===== config.mk =====
export PLATFORM = sky130hd
export DESIGN_NAME = snn_delay_layer_param
export DESIGN_NICKNAME = d
export VERILOG_FILES = /design/src/rtl/snn_delay_layer_param.sv
export SDC_FILE = /design/constraint.sdc
export NUM_CORES = 1
export LEC_CHECK = 0
export ABC_AREA = 0
export ABC_CLOCK_PERIOD_IN_PS = 6000
export BUFFER_PORTS_ARGS = -buffer_cell sky130_fd_sc_hd__clkbuf_2
export CORE_ASPECT_RATIO = 2
export CORE_UTILIZATION = 51
export CTS_BUF_LIST = sky130_fd_sc_hd__clkbuf_8
export CTS_CLUSTER_DIAMETER = 100
export DETAILED_ROUTE_END_ITERATION = 16
export HOLD_SLACK_MARGIN = 0.08
export PLACE_DENSITY = 0.77
export SLEW_MARGIN = 20
export SYNTH_ARGS = -nofsm -noshare
export SYNTH_HDL_FRONTEND = slang
export SYNTH_SLANG_ARGS = --single-unit
export TNS_END_PERCENT = 30

===== constraint.sdc =====
create_clock -name clk_i -period 6 [get_ports clk_i]
set_clock_uncertainty 0.05 [all_clocks]
set_input_delay 0 -clock clk_i [delete_from_list [all_inputs] [get_ports clk_i]]
set_output_delay 0 -clock clk_i [all_outputs]
set_load 0.005 [all_outputs]

===== src/rtl/snn_delay_layer_param.sv =====
// Fully connected layer of leaky integrate-and-fire neurons with per-synapse axonal delays.
// One time step per handshake; columns are integrated sequentially, one per clock.
module snn_delay_layer_param #(
  parameter int unsigned NIn  = 8,
  parameter int unsigned NOut = 8,
  parameter int unsigned DlyW = 3,
  parameter int unsigned MpW  = 6,
  parameter int unsigned RefW = 5
) (
  input  logic                      clk_i,
  input  logic                      rst_ni,
  input  logic                      enable_i,
  input  logic                      in_valid_i,
  output logic                      in_ready_o,
  input  logic [NIn-1:0]            in_spikes_i,
  input  logic [NOut*NIn*2-1:0]     weights_i,
  input  logic [NOut*NIn*DlyW-1:0]  delays_i,
  input  logic [MpW-2:0]            threshold_i,
  input  logic [MpW-2:0]            decay_i,
  input  logic [RefW-1:0]           refractory_period_i,
  output logic                      out_valid_o,
  input  logic                      out_ready_i,
  output logic [NOut-1:0]           out_spikes_o,
  output logic [NOut*MpW-1:0]       membrane_potential_out_o
);

  localparam int unsigned Depth = 2 ** DlyW;
  localparam int unsigned AccW  = $clog2(NIn + 1) + 1;
  localparam int unsigned IdxW  = (NIn > 1) ? $clog2(NIn) : 1;
  localparam int unsigned CalcW = MpW + AccW + 1;
  localparam int          MpMaxI = 2 ** (MpW - 1) - 1;
  localparam logic signed [CalcW-1:0] MpMax = CalcW'(MpMaxI);
  localparam logic signed [CalcW-1:0] MpMin = CalcW'(-MpMaxI - 1);

  typedef enum logic [1:0] {StIdle, StAccum, StUpdate, StDone} state_e;

  state_e                 state_q;
  logic                   run_q;
  logic [IdxW-1:0]        idx_q;
  logic [Depth-1:0]       hist_q [NIn];
  logic signed [AccW-1:0] acc_q  [NOut];
  logic signed [MpW-1:0]  mp_q   [NOut];
  logic [RefW-1:0]        ref_q  [NOut];
  logic [NOut-1:0]        spike_q;

  logic signed [AccW-1:0] acc_d  [NOut];
  logic signed [MpW-1:0]  mp_d   [NOut];
  logic [RefW-1:0]        ref_d  [NOut];
  logic [NOut-1:0]        spike_d;

  // run_q keeps in_ready low while reset is asserted and on the first edge after.
  assign in_ready_o   = run_q && (state_q == StIdle) && enable_i;
  assign out_valid_o  = (state_q == StDone);
  assign out_spikes_o = spike_q;

  always_comb begin
    membrane_potential_out_o = '0;
    for (int j = 0; j < int'(NOut); j++) begin
      membrane_potential_out_o[j*MpW +: MpW] = mp_q[j];
    end
  end

  // Column idx_q contribution to every neuron's accumulator.
  always_comb begin
    logic [1:0]      w;
    logic [DlyW-1:0] d;
    int unsigned     b;
    w = '0;
    d = '0;
    b = 0;
    for (int j = 0; j < int'(NOut); j++) begin
      b = j * NIn + 32'(idx_q);
      w = weights_i[b*2 +: 2];
      d = delays_i[b*DlyW +: DlyW];
      acc_d[j] = acc_q[j];
      if (hist_q[idx_q][d] && w[1]) begin
        acc_d[j] = w[0] ? acc_q[j] - AccW'(1) : acc_q[j] + AccW'(1);
      end
    end
  end

  always_comb begin
    logic signed [CalcW-1:0] mp_x, acc_x, dec_x, thr_x, leak, sum, sat;
    mp_x  = '0;
    acc_x = '0;
    leak  = '0;
    sum   = '0;
    sat   = '0;
    dec_x = CalcW'(decay_i);
    thr_x = CalcW'(threshold_i);
    spike_d = '0;
    for (int j = 0; j < int'(NOut); j++) begin
      mp_x  = {{(CalcW - MpW){mp_q[j][MpW-1]}}, mp_q[j]};
      acc_x = {{(CalcW - AccW){acc_q[j][AccW-1]}}, acc_q[j]};
      if (mp_x > dec_x) begin
        leak = mp_x - dec_x;
      end else if (mp_x < -dec_x) begin
        leak = mp_x + dec_x;
      end else begin
        leak = '0;
      end
      sum = leak + acc_x;
      if (sum > MpMax) begin
        sat = MpMax;
      end else if (sum < MpMin) begin
        sat = MpMin;
      end else begin
        sat = sum;
      end
      mp_d[j]  = sat[MpW-1:0];
      ref_d[j] = ref_q[j];
      if (ref_q[j] != '0) begin
        mp_d[j]  = '0;
        ref_d[j] = ref_q[j] - 1'b1;
      end else if (sat >= thr_x) begin
        spike_d[j] = 1'b1;
        mp_d[j]    = '0;
        ref_d[j]   = refractory_period_i;
      end
    end
  end

  always_ff @(posedge clk_i or negedge rst_ni) begin
    if (!rst_ni) begin
      state_q <= StIdle;
      run_q   <= 1'b0;
      idx_q   <= '0;
      spike_q <= '0;
      for (int i = 0; i < int'(NIn); i++) hist_q[i] <= '0;
      for (int j = 0; j < int'(NOut); j++) begin
        acc_q[j] <= '0;
        mp_q[j]  <= '0;
        ref_q[j] <= '0;
      end
    end else begin
      run_q <= 1'b1;
      unique case (state_q)
        StIdle: begin
          if (in_valid_i && in_ready_o) begin
            for (int i = 0; i < int'(NIn); i++) begin
              hist_q[i] <= {hist_q[i][Depth-2:0], in_spikes_i[i]};
            end
            for (int j = 0; j < int'(NOut); j++) acc_q[j] <= '0;
            idx_q   <= '0;
            state_q <= StAccum;
          end
        end
        StAccum: begin
          for (int j = 0; j < int'(NOut); j++) acc_q[j] <= acc_d[j];
          idx_q <= idx_q + 1'b1;
          if (idx_q == IdxW'(NIn - 1)) state_q <= StUpdate;
        end
        StUpdate: begin
          for (int j = 0; j < int'(NOut); j++) begin
            mp_q[j]  <= mp_d[j];
            ref_q[j] <= ref_d[j];
          end
          spike_q <= spike_d;
          state_q <= StDone;
        end
        StDone: begin
          if (out_ready_i) state_q <= StIdle;
        end
        default: state_q <= StIdle;
      endcase
    end
  end

endmodule

==> results.py <==
metrics = {
    "finish": {
        "final_common_cell": "clkbuf_2",
        "fillers": 3475,
        "layout-drive-gt1-share": 0.3813,
        "final_cell_mix": "clkbuf_2, ha_1, buf_4",
        "syn2layout_area_growth_pct": 29.71,
        "fin_area_um2": 29120,
        "layout.nets": 3647,
        "regArea_um2": 5185,
        "fin_cells": 3564,
        "multi_input_area_um2": 17670,
        "fin_util": 0.6712,
    },
    "pwr": {
        "clkPwrFrac": 0.095,
        "p_comb_frac": 0.739,
        "p_int_mw": 8.300,
        "power_leakage_nw": 14.03,
        "switching_share": 0.4719,
        "pwr-share-seq": 0.166,
        "cellPowerDensity_nw_per_um2": 539.9,
        "switchingPower_mw": 7.418,
        "peakVddDrop_mv": 0.3218,
    },
    "route": {
        "ant_nets": 0,
        "met1_length_mm": 29.82,
        "wl_mm": 84.75,
        "drt_iter0_drc": 1319,
        "wl_per_cell_um": 23.78,
        "avgViaCountPerCell": 6.249,
        "dr.pass1.iters": 6,
        "drcViolationCount": 0,
        "vias": 22270,
        "route.met3.wl_mm": 4.223,
        "met2_length_mm": 42.88,
        "highest_layer": "met5",
    },
    "yosys": {
        "synth_top_area_frac": 0.2297,
        "synth_nets": 3018,
        "syn_inst": 2350,
        "synth_seq_area_share": 0.2297,
        "syn_area_um2": 22450,
        "synth_top_cell_by_area": "dfrtp_1",
        "synth-edff-count": 0,
        "synth-async-reset-ratio": 1.000,
        "post_synth.cell_area_avg_um2": 9.552,
        "netlist_top_cells_area": "dfrtp_1, ha_1, mux4_2, mux2_2, o21ai_0",
        "yosysWarnings": 0,
        "yosysUniqueCellTypes": 77,
        "synth_ff_type": "dfrtp_1",
        "synth-seq-cells": 206,
    },
    "grt": {
        "grt_max_degree": 128,
        "grt_usage": 0.3769,
        "antenna_found_initial": 11,
        "grt-ovfl-total": 0,
        "grt_pass1_vias": 23200,
        "grt_pass1_wl_mm": 128.0,
    },
    "worst_setup_path": {
        "slowest_delay_ns": 0.48,
        "reg2reg_depth": 28,
        "required_ns": 6.36,
        "crit_type": "register to register",
        "crit_fanout": 7,
        "cp-end-kind": "register",
        "start_kind": "register",
        "rr_startpoint": "membrane_potential_out_o[31]$_DFFE_PN0P_",
        "rrSetupSlack_ns": 0.15,
        "crit_arrival_ns": 6.20,
        "crit_path_end": "out_spikes_o[5]$_DFFE_PN0P_",
        "critical_path.startpoint": "membrane_potential_out_o[31]$_DFFE_PN0P_",
        "r2r_end": "out_spikes_o[5]$_DFFE_PN0P_",
        "cpMaxStageDelayCell": "dfrtp_2",
    },
    "place": {
        "place_congestion": 1.013,
        "io_buffer_count": 405,
        "place_inst": 3438,
        "place_area_um2": 26920,
        "hpwl_mm": 66.42,
    },
    "sta": {
        "slew-limit-headroom": 0.3157,
        "hold_slack_ns": 0.1455,
        "worst_pin_slew_ns": 1.019,
        "hold_viol": 0,
        "rsz0062_at_grt": "true",
        "min_period_ns": 5.847,
        "period_share": 0.9745,
        "clock.fmax_ghz": 0.1710,
        "slew_violations": 0,
        "setup_viol": 0,
        "final.setup.tns_ns": 0,
    },
    "flow_run": {
        "maxCapViolCount": 0,
    },
    "clock_network": {
        "cts_tree": "done",
        "htreeDepth": 2,
        "clockBufferDepth": 3,
        "clock_sinks": 206,
        "clk_pin_slew_worst_paths_ns": 0.07,
        "clock_latency_ns": 0.58,
        "root_buffer": "clkbuf_8",
        "numCtsBuffers": 35,
    },
    "floorplanning": {
        "start_util": 0.5175,
        "die_w_um": 150.3,
        "ioPinCount": 406,
        "coreArea_um2": 43380,
        "die_area_um2": 44910,
        "die_y_um": 298.7,
        "row_count": 108,
    },
    "outcome": {
        "status": "completed",
    },
    "min_path": {
        "hp-class": "input port to register",
    },
}
[per-stage QoR]
stage                     worst slack, ns  power, mW
after floorplan                  -0.03194      9.260
after global placement            -0.1748      12.75
after detailed placement          -0.3093      13.19
after CTS                        0.001216      14.83
after global routing             -0.09995      16.83
final                              0.1531      15.72
[layout make-up]
class / count / area share
multi-input cells: 1920 / 0.6068
flip-flops and latches: 206 / 0.1781
repair buffers: 675 / 0.1448
well taps: 550 / 0.02364
clock buffers: 47 / 0.02222
inverters: 141 / 0.01848
clock inverters: 14 / 0.004985
diodes: 11 / 0.0009454
[per-layer routing]
metal / track usage / up-vias
li1: - / 10130
met1: 0.3938 / 10920
met2: 0.6524 / 868
met3: 0.06458 / 355
met4: 0.3057 / 2
met5: 0 / -
[worst min-delay path by stage]
stage,start,end,slack (ns),cells after the start
2_1_floorplan,rst_ni,acc_q[0]$_DFFE_PN0P_,-0.35,0
4_1_cts,in_spikes_i[3],hist_q[32]$_DFFE_PN0P_,0.14,3
3_3_place_gp,rst_ni,ref_q[34]$_DFFE_PN0P_,0.05,1
5_1_grt,in_spikes_i[0],hist_q[56]$_DFFE_PN0P_,0.16,3
3_5_place_dp,rst_ni,out_spikes_o[1]$_DFFE_PN0P_,0.05,1
6_report,in_spikes_i[0],hist_q[56]$_DFFE_PN0P_,0.15,3
[synth_stat cells, types with 12 or more instances]
library cell,number
ha_1,288
mux4_2,89
o22ai_1,25
nand2_1,188
o21ai_0,155
a211oi_1,16
nor2_1,151
a31oi_1,22
dfrtp_1,206
xnor2_1,35
mux2i_1,43
nand2b_1,25
o21a_1,32
inv_1,141
nor3_1,47
mux2_2,99
nor2b_1,40
a22o_1,17
nand3_1,51
a21oi_1,147
and3_1,13
clkbuf_1,59
o21ai_1,12
o21bai_1,13
o2bb2ai_1,23
a221oi_1,21
o211ai_1,15
xor2_1,35
a21o_1,59
a21boi_0,16
and2_1,13
mux4_1,23
or2_2,12
fa_1,32
[flip-flops by register name (all words and copies together), names as in the netlist]
| register | flops |
|---|---|
| run_q | 1 |
| acc_q | 40 |
| idx_q | 3 |
| hist_q | 64 |
| membrane_potential_out_o | 48 |
| state_q | 2 |
| ref_q | 40 |
| out_spikes_o | 8 |
[what timing repair did]
item / CTS / global route
gates resized for setup: 18 / 198
endpoints found under the setup margin: 38 / 95
setup buffers: 3 / 34
endpoints found under the hold margin: 124 / 0
pin swaps: 4 / 102
hold buffers: 17 / 0
[power by group through the flow]
stage / Combinational, mW / Clock [mW] / Sequential, mW
5_1_grt: 12.6 / 1.56 / 2.68
2_1_floorplan: 6.98 / 0 / 2.28
6_report: 11.6 / 1.49 / 2.62
4_1_cts: 10.7 / 1.50 / 2.59
3_3_place_gp: 10.2 / 0 / 2.57
3_5_place_dp: 10.6 / 0 / 2.61
[worst max-delay path, delay by kind of cell, from the launching register on]
kind                       cells  cell delay [ns]
and+or+nand+nor                5             0.59
adders and majority gates      4             1.15
buffers and inverters          3             0.37
DFF                            1             0.48
AOI/OAI and AO/OA             16             3.03
[kinds of logic (layout without fill, tap and decap cells)]
kind of cell	count (synthesis)	after routing	synth area share
xor+xnor	70	70	0.02731
fa+ha+maj	326	326	0.1918
compound gates	678	678	0.1988
mux	257	257	0.1881
flops	206	206	0.2297
buf+inv	224	877	0.04091
other cells	1	12	0.0001671
simple gates	588	588	0.1234
Power figures use the tool's default switching activity.
